[src/rtl/uart_receiver.sv]
// 8N1 UART receiver with a 2-flop input synchronizer and a consumer-side buffer.
// Define UART_RX_FIFO_EN for a 4-entry FIFO; otherwise a single holding register is used.
module uart_receiver #(
  parameter int comm_clk_frequency = 50_000_000,
  parameter int baud_rate          = 115_200
) (
  input  logic       clk,
  input  logic       reset,
  input  logic       uart_rx,
  output logic [7:0] rx_byte,
  output logic       rx_valid,
  input  logic       rx_ack,
  output logic       frame_error,
  output logic       overrun
);
  localparam int DIV   = comm_clk_frequency / baud_rate;
  localparam int HALF  = DIV / 2;
  localparam int CNT_W = (DIV > 1) ? $clog2(DIV) : 1;
  localparam logic [CNT_W-1:0] CNT_LAST = CNT_W'(DIV - 1);
  localparam logic [CNT_W-1:0] CNT_HALF = CNT_W'(HALF - 1);

  typedef enum logic [1:0] {IDLE, START, DATA, STOP} state_t;

  state_t           r_state, w_state_nxt;
  logic [CNT_W-1:0] r_cnt, w_cnt_nxt;
  logic [2:0]       r_idx, w_idx_nxt;
  logic [7:0]       r_shift;
  logic             r_rx_meta, r_rx_s, r_rx_prev;
  logic             r_ferr, r_ovr;
  logic             w_fall, w_shift_en, w_push, w_ferr, w_pop, w_wr;

  assign w_fall      = r_rx_prev & ~r_rx_s;
  assign frame_error = r_ferr;
  assign overrun     = r_ovr;

  always_ff @(posedge clk) begin
    if (!reset) begin
      r_rx_meta <= 1'b1;
      r_rx_s    <= 1'b1;
      r_rx_prev <= 1'b1;
      r_state   <= IDLE;
      r_cnt     <= '0;
      r_idx     <= '0;
      r_ferr    <= 1'b0;
    end else begin
      r_rx_meta <= uart_rx;
      r_rx_s    <= r_rx_meta;
      r_rx_prev <= r_rx_s;
      r_state   <= w_state_nxt;
      r_cnt     <= w_cnt_nxt;
      r_idx     <= w_idx_nxt;
      r_ferr    <= w_ferr;
    end
  end

  always_ff @(posedge clk) begin
    if (w_shift_en) r_shift[r_idx] <= r_rx_s;
  end

  // Stop-bit low returns to IDLE with rx_s low, so a fresh falling edge is needed to restart.
  always_comb begin
    w_state_nxt = r_state;
    w_cnt_nxt   = r_cnt + 1'b1;
    w_idx_nxt   = r_idx;
    w_shift_en  = 1'b0;
    w_push      = 1'b0;
    w_ferr      = 1'b0;
    case (r_state)
      IDLE: begin
        w_cnt_nxt = '0;
        if (w_fall) w_state_nxt = START;
      end
      START: begin
        if (r_cnt == CNT_HALF) begin
          w_cnt_nxt   = '0;
          w_idx_nxt   = '0;
          w_state_nxt = r_rx_s ? IDLE : DATA;
        end
      end
      DATA: begin
        if (r_cnt == CNT_LAST) begin
          w_cnt_nxt  = '0;
          w_shift_en = 1'b1;
          w_idx_nxt  = r_idx + 1'b1;
          if (r_idx == 3'd7) w_state_nxt = STOP;
        end
      end
      STOP: begin
        if (r_cnt == CNT_LAST) begin
          w_cnt_nxt   = '0;
          w_state_nxt = IDLE;
          w_push      = r_rx_s;
          w_ferr      = ~r_rx_s;
        end
      end
      default: w_state_nxt = IDLE;
    endcase
  end

`ifdef UART_RX_FIFO_EN
  logic [7:0] r_mem [4];
  logic [1:0] r_wp, r_rp;
  logic [2:0] r_count;

  assign rx_valid = (r_count != 3'd0);
  assign rx_byte  = r_mem[r_rp];
  assign w_pop    = rx_ack & rx_valid;
  assign w_wr     = w_push & ((r_count != 3'd4) | w_pop);

  always_ff @(posedge clk) begin
    if (!reset) begin
      for (int i = 0; i < 4; i++) r_mem[i] <= 8'h00;
      r_wp    <= '0;
      r_rp    <= '0;
      r_count <= '0;
      r_ovr   <= 1'b0;
    end else begin
      r_ovr <= w_push & ~w_wr;
      if (w_wr) begin
        r_mem[r_wp] <= r_shift;
        r_wp        <= r_wp + 1'b1;
      end
      if (w_pop) r_rp <= r_rp + 1'b1;
      case ({w_wr, w_pop})
        2'b10:   r_count <= r_count + 1'b1;
        2'b01:   r_count <= r_count - 1'b1;
        default: r_count <= r_count;
      endcase
    end
  end
`else
  logic [7:0] r_hold;
  logic       r_valid;

  assign rx_valid = r_valid;
  assign rx_byte  = r_hold;
  assign w_pop    = rx_ack & r_valid;
  assign w_wr     = w_push & (~r_valid | w_pop);

  always_ff @(posedge clk) begin
    if (!reset) begin
      r_hold  <= 8'h00;
      r_valid <= 1'b0;
      r_ovr   <= 1'b0;
    end else begin
      r_ovr <= w_push & ~w_wr;
      if (w_wr) begin
        r_hold  <= r_shift;
        r_valid <= 1'b1;
      end else if (w_pop) begin
        r_valid <= 1'b0;
      end
    end
  end
`endif

endmodule

[config.mk]
export PLATFORM = sky130hd
export DESIGN_NAME = uart_receiver
export DESIGN_NICKNAME = d
export VERILOG_FILES = /design/src/rtl/uart_receiver.sv
export SDC_FILE = /design/constraint.sdc
export NUM_CORES = 1
export LEC_CHECK = 0
export CAP_MARGIN = 20
export CORE_ASPECT_RATIO = 1.2
export CORE_MARGIN = 2
export CORE_UTILIZATION = 62
export CTS_BUF_LIST = sky130_fd_sc_hd__clkbuf_4 sky130_fd_sc_hd__clkbuf_8
export DETAILED_ROUTE_END_ITERATION = 6
export PLACE_DENSITY = 0.89
export SETUP_SLACK_MARGIN = 0.3
export SLEW_MARGIN = 20
export SYNTH_ARGS = -nofsm -noshare
export SYNTH_HDL_FRONTEND = slang
export SYNTH_SLANG_ARGS = --single-unit
[constraint.sdc]
create_clock -name clk -period 2.45 [get_ports clk]
set_input_delay 0.49 -clock clk [delete_from_list [all_inputs] [get_ports clk]]
set_output_delay 0.49 -clock clk [all_outputs]
set_load 0.01 [all_outputs]
Word level (Yosys, flattened, before mapping) --
Cells that the tools add are included.
Cells by class: add/sub/neg operators 2, $lt $le $gt $ge 2, eq/ne operators 11, muxes and demuxes 22, bitwise gates (word level) 8, reductions and logical operators 8
Operators by type and width (count):
- case mux 9 bit (3 select lines) | 1
- 2-to-1 mux 9 bit | 2
- 2-to-1 mux 2 bit | 6
- inequality test 2 bit (second input constant) | 5
- adder 9 x 1 -> 9 bit (second input constant) | 1
- == test 9 x 8 -> 1 bit (second input constant) | 1
- == test 9 bit (second input constant) | 1
- bitwise mux 8 bit | 1
- case mux 2 bit (4 select lines) | 1
- 2-to-1 mux 1 bit | 7
- 2-to-1 mux 3 bit | 2
- case mux 3 bit (2 select lines) | 1
- AND reduction 3 bit | 2
- AND reduction 5 bit | 1
- bitwise AND 1 bit | 4
- == test 2 bit (second input constant) | 2
- < comparator 3 x 4 -> 1 bit (second input constant) | 1
- nonzero test 2 bit | 2
- adder 3 x 1 -> 3 bit (second input constant) | 1
- demux 1 bit (select 3 bit) | 1
- == test 3 bit (second input constant) | 1
- greater-or-equal comparator 3 x 1 -> 1 bit (second input constant) | 1
- inverter 1 bit | 3
- == test 2 x 1 -> 1 bit (second input constant) | 1
- 4 further kinds | 4
Word-level totals: register bits 36, input port bits 4, output and inout port bits 11, logic and storage cells 64

Logic depth before layout (Yosys ltp) --
Gate-level depths: netlist (run 1).
word-level depth 6, mapped depth 7, mapped depth without buffers 6

Least setup slack after synthesis (run 1) --
No wires, ideal clock.
kind register -> register, from register r_cnt[0], to register r_shift[4] (enable), library setup time 312 ps, data arrival time 1196 ps, slack 941 ps, cell stages (with the launch flop) 6, clock period less this slack 1509 ps, cells stage by stage dfxtp_1 > ha_1 > and4bb_2 > and2_4 > nand3_1 > nor3_1
On the way: cells in the longest elaborated chain, start to end 3
RTL lines:
- from (decl) | line 25 | logic [CNT_W-1:0] r_cnt, w_cnt_nxt;
- from (signal assigned) | line 50 | r_cnt <= w_cnt_nxt;
- == test 9 bit | line 81 | if (r_cnt == CNT_LAST) begin
- 2-to-1 mux 1 bit | line 81
- 2-to-1 mux 1 bit | line 68 | case (r_state)
- to (signal, indexed assignment) | line 57 | if (w_shift_en) r_shift[r_idx] <= r_rx_s;
- to (decl) | line 27 | logic [7:0] r_shift;
No other way between the ends. A chain may end at the register's enable or synchronous reset.

Final worst setup path (run 1) --
from register r_hold[2] (netlist: rx_byte[2]), to output port rx_byte[2]
RTL lines:
- from (decl) | line 132 | logic [7:0] r_hold;
- from (signal assigned) | line 148 | r_hold <= r_shift;
- to (decl) | line 10 | output logic [7:0] rx_byte,
No word-level cell between the ends.

==> summary.txt, run 1 <==
Timing
  – Hold Fails Final Rpt: 0
  – Unrepaired setup endpoints after global routing: false
  – Worst Clk Skew: 0.01192 ns
  – Peak Freq: 577.2 MHz
  – Setup TNS: 0 ns
  – Final worst-path cycle share: 70.72%
  – Least-Margin Pin Slew: approximately 0.45 ns
  – Rel. slew slack: 69.77%
  – Slew Limit Fails: 0
  – Final Critical Period: 1.733 ns
  – Setup violators final: 0
  – Hold_ws: 0.4304 ns

Clocking
  – Clock slew at reported path FFs: 0.10 ns
  – Worst-skew pair later-pin latency: about 0.33 ns
  – # H-tree levels: 2
  – Root Driver: clkbuf_4
  – Clock Tree Buf Depth: 2
  – # hold bufs at CTS: 0
  – CTS tree: done
  – CTS Buf Count: 5
  – CTS-repair resized insts: 0
  – Clock Sinks: 36
  – Post-CTS setup buffer count: 0

Synthesis
  – Yosys Warn Count: 0
  – Seq/Total Area, Yosys: 52.16%
  – Synth Area in Simple Gates: 23.55%
  – Largest family of logic cells by synthesized area: simple AND/OR/NAND/NOR gates
  – FF+latch count, synth: 36
  – Synth Cell Area: 0.001535 sq mm
  – Post-Synth Adder-Cell Area: slightly above 4%
  – Async set-reset flop share out of synthesis: 0%
  – Post-Syn Area per Cell: ~10 sq um
  – Syn Inst Count: 152
  – Mux share of post-synthesis cell area: 1.304%
  – Synth Net Count: ~160
  – Cell variety after synth: 37
  – Ys flop type: dfxtp_1
  – Compound-Gate Fraction of Synth Area: 11.00%
  – Post-synth EDFFs: 8
  – Area share of xor/xnor cells in the synthesized design: approximately 4.6%

Place
  – Port buffer count: 14
  – Final Wtd Congestion: between 0.7 and 0.8
  – Post-DP HPWL: 2.050 mm

Cells and area
  – Area of the multi-input gates: 683.2 sq um
  – Final net count: 178
  – Proportion of layout cells with a drive suffix above 1: 10.59%
  – P&R area growth vs syn: 14.10%
  – Most frequent cells in the layout: dfxtp_1 (28), nor2_1 (17), clkdlybuf4s50_1 (14)
  – Sequential cell area: 800.8 sq um
  – Antenna cells: 0
  – Number of fill cells: 187
  – Commonest non-fill, non-tap cell in the layout: dfxtp_1

Run
  – Max Cap Viol: 0

Critical path
  – Critical path's top delay family: buffers and inverters
  – Slowest CP cell: clkdlybuf4s50_1
  – Critical path peak fanout: 2
  – Reg2reg setup slack: 0.72 ns
  – WP data arrival: approximately 1.2 ns
  – R2r endpoint: r_shift[4]$_DFFE_PP_
  – Bufs and invs on worst path: 1
  – Cell count along the critical path: 1
  – Max incr delay on CP: 0.55 ns
  – CP Data Required Time: 1.96 ns
  – Worst setup path end: rx_byte[2]
  – CP endpoint kind: primary output
  – Crit start category: flip-flop
  – Sequence of cells on the critical path: clkdlybuf4s50_1
  – Reg2reg path depth: 5
  – Reg-to-reg critical path startpoint: r_cnt[0]$_SDFF_PN0_
  – Worst setup path startpoint: rx_byte[2]$_SDFFE_PN0P_
  – Critical path type: reg2out

Floorplanning
  – Starting Density: 65.90%
  – # rows: 19
  – Core Box Area: 0.002330 sq mm
  – I/O pin count: 15
  – Die Span Y: slightly below 60 microns
  – DIE AREA: 0.002892 sq mm
  – Width of the die: 49.43 microns

Routing
  – DRC viols: 0
  – Drt first pass iters: 5
  – WL/cell: 13.57 microns
  – Iteration-0 DRC Markers: 18
  – Via/cell ratio: 5.652
  – Routed Antenna Nets: 0
  – DR vias: 1136
  – Final wirelength: 2.728 mm

Power and ir drop
  – Worst VDD drop: 0.4655 mV
  – Power Dens Cells: roughly 550 mW/mm^2
  – Leakage power: 0.5837 nW

Global routing
  – Vias in the first global route: about 1100
  – Initial antenna violation count: 0
  – GR Overflow Total: 0
  – Largest net degree at the start of global routing: 15
  – Overall track demand over capacity in global routing: between 20% and 30%
  – First-pass GRT wire length: 4.698 mm

Hold path
  – HP Class: reg2reg

Status
  – Status: finished, final reports clean
[layout make-up]
| cell class | instances | share of cell area [%] |
|---|---|---|
| Sequential cell | 36 | 45.71 |
| Inverter | 5 | 1.071 |
| Tap cell | 31 | 2.214 |
| Multi-Input combinational cell | 106 | 39.00 |
| Clock inverter | 1 | 0.2143 |
| Timing Repair Buffer | 15 | 8.429 |
| Clock buffer | 7 | 3.357 |
[worst min path at each step]
stage / start / endpoint / slack [ns] / depth (start not counted)
6_report: r_rx_meta$_SDFF_PN1_ / r_rx_s$_SDFF_PN1_ / 0.43 / 1
5_1_grt: r_rx_meta$_SDFF_PN1_ / r_rx_s$_SDFF_PN1_ / 0.45 / 1
4_1_cts: r_rx_meta$_SDFF_PN1_ / r_rx_s$_SDFF_PN1_ / 0.44 / 1
3_5_place_dp: r_rx_meta$_SDFF_PN1_ / r_rx_s$_SDFF_PN1_ / 0.41 / 1
3_3_place_gp: r_rx_meta$_SDFF_PN1_ / r_rx_s$_SDFF_PN1_ / 0.39 / 1
2_1_floorplan: r_rx_meta$_SDFF_PN1_ / r_rx_s$_SDFF_PN1_ / 0.39 / 1
[synthesized netlist by cell type, drive strengths merged (2+ instances only)]
| cell | n | area (sq um) |
|---|---|---|
| dfxtp | 28 | 560.5 |
| nor2 | 17 | 63.81 |
| nand3 | 13 | 70.07 |
| a21oi | 9 | 45.04 |
| nor3 | 9 | 55.05 |
| o21ai | 9 | 48.80 |
| edfxtp | 8 | 240.2 |
| nand2 | 7 | 26.28 |
| nand2b | 7 | 43.79 |
| ha | 5 | 62.56 |
| inv | 5 | 18.77 |
| xnor2 | 5 | 43.79 |
| buf | 4 | 28.78 |
| nand4 | 3 | 18.77 |
| nor2b | 3 | 18.77 |
| xor2 | 3 | 26.28 |
| mux2i | 2 | 20.02 |
[layer usage]
layer  routed length [microns]  share of wire (%)  vias to the layer above  track usage, %
met5                         0                  0                        -               0
met4                        53                1.9                        0           10.32
met3                        86                3.2                        5           5.584
met2                      1526                 56                       20           42.66
met1                      1061                 39                      542           20.63
li1                          -                  -                      569               -
[through the flow]
step | util, % | total power, mW | cells | worst slack, ns | instance area (sq um)
floorplan | - | 0.6423 | 152 | 0.9413 | 1535
global placement | 72.50 | 0.6502 | 193 | 0.6647 | 1689
detailed placement | 72.50 | 0.6517 | 193 | 0.5301 | 1689
CTS | 75.19 | 0.9732 | 201 | 0.7134 | 1752
global route | 75.19 | 0.9992 | 201 | 0.5636 | 1752
finish | 75.19 | 0.9658 | 201 | 0.7174 | 1752
[sequential cells by signal (all words and copies together), names as in the netlist, named ones only]
signal	flops
r_idx	3
rx_byte	8
r_state	1
rx_valid	1
frame_error	1
r_rx_meta	1
r_shift	8
overrun	1
r_cnt	9
r_rx_prev	1
r_rx_s	1
[cells by family after synthesis]
| group | after synthesis |
|---|---|
| adders and majority gates | 5 |
| AOI/OAI and AO/OA | 25 |
| DFF | 36 |
| xor gates and xnor gates | 8 |
| and+or+nand+nor | 66 |
| buffers and inverters | 10 |
| muxes | 2 |
[power breakdown]
part / switching [mW] / leakage [nW] / internal, mW / total (mW)
sequential: 0.00545 / 0.296 / 0.608 / 0.614
combinational: 0.0127 / 0.251 / 0.0116 / 0.0243
clock: 0.179 / 0.0364 / 0.149 / 0.328
total: 0.198 / 0.584 / 0.768 / 0.966
(Power assumes the default switching activity.)
==> run 2: changes to the inputs <==
Settings changed: CORE_UTILIZATION 62 to 52, PLACE_DENSITY 0.89 to 0.8.
Clock period 2.45 ns to 1.5 ns, I/O delays scaled along.
==> run 2 against run 1 <==
  * The flow now finishes with violations (setup timing)
  * Wire length grew 25%
  * Critical path depth increased by 5
  * First-iteration DRC count up 140%
  * Register-to-register slack worse by 0.73 ns
  * Final cell count increased by 14%
  * Sequential share of layout area decreased by 7.3 points
  * Utilization increased by 0.74 points
  * Clock power rose by 110%
  * Die area grew 18%
  * Non-clock buffer count rose by 24
  * Combinational power grew to 2.6 times the previous value
  * Via count increased by 11%
  * Critical endpoint is now r_shift[4]$_DFFE_PP_
  * Largest power group unchanged
==> summary.txt, run 2 (synthesized netlist as in run 1, its figures left out) <==
Critical path
  – Crit start category: flip-flop
  – CP Data Required Time: around 1.6 ns
  – WP data arrival: approximately 1.6 ns
  – CP endpoint kind: flip-flop
  – Reg2reg setup slack: -0.01 ns
  – Critical path peak fanout: 4
  – Reg2reg path depth: 6
  – Critical path type: reg2reg

Timing
  – Setup TNS: -0.03088 ns
  – Least-Margin Pin Slew: 0.2796 ns
  – Final setup margin: -0.01334 ns
  – Rel. slew slack: 81.19%
  – Hold Fails Final Rpt: 0
  – Unrepaired setup endpoints after global routing: true
  – Setup violators final: 3
  – Hold_ws: 0.4176 ns
  – Slew Limit Fails: 0
  – Final worst-path cycle share: 100.9%
  – Final Critical Period: roughly 1.5 ns
  – Worst Clk Skew: about 0.019 ns
  – Peak Freq: 660.8 MHz

Place
  – Dpl cells: 213
  – Port buffer count: 14
  – Final Wtd Congestion: 0.7638
  – Post-DP HPWL: ~2.2 mm
  – DP Area: 0.001904 sq mm

Clocking
  – # hold bufs at CTS: 0
  – Root Driver: clkbuf_4
  – Clock Tree Buf Depth: 2
  – Worst-skew pair later-pin latency: roughly 0.35 ns
  – # H-tree levels: 2
  – CTS Buf Count: 5
  – Clock Sinks: 36
  – Clock slew at reported path FFs: 0.12 ns
  – CTS tree: done

Hold path
  – Worst Hold Depth: 1
  – HP Class: reg2reg

Global routing
  – Vias in the first global route: 1239
  – GR Overflow Total: 0
  – Largest net degree at the start of global routing: 13
  – Initial antenna violation count: 0
  – First-pass GRT wire length: about 5.5 mm
  – Overall track demand over capacity in global routing: 22.38%

Power and ir drop
  – Comb power frac: 3.6%
  – Clock share of power: just under 40%
  – Worst VDD drop: 1.029 mV
  – Switching share of power: 21.90%
  – Power Dens Cells: 821.9 mW/mm^2
  – Sw Pwr: between 300 and 400 uW
  – Sequential power share: roughly 57%
  – Pint: 1.370 mW
  – Leakage power: 0.7951 nW
  – Design Power: between 1.5 and 2 mW

Status
  – Violations in the final reports: setup timing
  – Status: complete, but fails checks

Routing
  – Via/cell ratio: 5.498
  – Final wirelength: approximately 3.4 mm
  – DR vias: 1259
  – Routed Antenna Nets: 0
  – DRC viols: 0
  – Drt first pass iters: 4
  – WL/cell: approximately 15 microns
  – Iteration-0 DRC Markers: between 40 and 50

Floorplanning
  – Core Box Area: ~0.0028 sq mm
  – DIE AREA: 0.003405 sq mm
  – Die Span Y: 63.52 microns
  – Width of the die: roughly 54 microns
  – I/O pin count: 15
  – # rows: 21
  – Starting Density: 54.61%

Cells and area
  – Most frequent cells in the layout: buf_4 (23), dfxtp_1 (15), nor2_1 (14)
  – Final std cells w/o fill: 229
  – Proportion of layout cells with a drive suffix above 1: between 50% and 60%
  – Final net count: a little over 200
  – Number of flip-flops in the largest register: 9
  – Commonest non-fill, non-tap cell in the layout: buf_4
  – Antenna cells: 0
  – Number of fill cells: about 190
  – Largest Register: r_cnt
  – Design area: 0.002135 sq mm
  – P&R area growth vs syn: 39.04%

Run
  – Max Cap Viol: 0
[run 2: repair_timing]
| action | CTS | global route |
|---|---|---|
| gates resized for setup | 75 | 17 |
| setup endpoints to repair | 44 | 35 |
| endpoints found under the hold margin | 0 | 0 |
| setup buffers | 6 | 1 |
| gates cloned | 1 | 0 |
| pin swaps | 12 | 4 |
[run 2: worst paths after layout]
kind                                      startpoint                   end
worst max-delay path             r_cnt[1]$_SDFF_PN0_  r_shift[4]$_DFFE_PP_
worst min-delay path            r_rx_meta$_SDFF_PN1_     r_rx_s$_SDFF_PN1_
worst max register to register   r_cnt[1]$_SDFF_PN0_  r_shift[4]$_DFFE_PP_
worst min register to register  r_rx_meta$_SDFF_PN1_     r_rx_s$_SDFF_PN1_
[run 2: final cells by class]
| type | count | area [sq um] | area share (%) |
|---|---|---|---|
| well taps | 34 | 42.54 | 1.993 |
| clock buffers | 5 | 37.54 | 1.758 |
| repair buffers | 39 | 292.8 | 13.72 |
| clock inverters | 3 | 42.54 | 1.993 |
| flip-flops and latches | 36 | 819.5 | 38.39 |
| inverters | 5 | 21.27 | 0.9965 |
| multi-input cells | 107 | 878.3 | 41.15 |
[run 2: metal layers]
| metal | routed length [microns] | GRT usage [%] | up-vias |
|---|---|---|---|
| met1 | 1273 | 22.42 | 591 |
| met3 | 125 | 4.976 | 7 |
| li1 | - | - | 626 |
| met5 | 0 | 0 | - |
| met4 | 68 | 10.58 | 0 |
| met2 | 1954 | 41.20 | 35 |
[run 2: power by group through the flow]
stage | Sequential (mW) | Combinational, mW | Clock (mW)
2_1_floorplan | 1.02 | 0.0291 | 0
3_3_place_gp | 1.02 | 0.0479 | 0
3_5_place_dp | 1.02 | 0.0503 | 0
4_1_cts | 0.999 | 0.0620 | 0.694
5_1_grt | 1.00 | 0.0688 | 0.749
6_report | 0.999 | 0.0634 | 0.692
[run 2: through the flow]
| stage | setup WS (ns) | util [%] |
|---|---|---|
| 2_1_floorplan | 0.05898 | - |
| 3_5_place_dp | -0.1939 | 67.73 |
| 5_1_grt | -0.07949 | 75.92 |
| 6_report | -0.01334 | 75.92 |
| 4_1_cts | -0.02197 | 74.01 |
| 3_3_place_gp | -0.03813 | 67.73 |
[run 2: worst max-delay path, stage by stage, from the launching register on]
cell	delay, ns
dfxtp_2	0.35
inv_4	0.07
ha_4	0.12
and4bb_2	0.27
and2_4	0.20
nand3_4	0.11
nor3_2	0.14
==> run 3: changes to the inputs <==
Settings changed: CTS_CLUSTER_SIZE from default to 20, GPL_ROUTABILITY_DRIVEN from default to 0.
==> results of run 3 <==
Same layout as run 2: the final DEF is identical, and so are final timing and power.
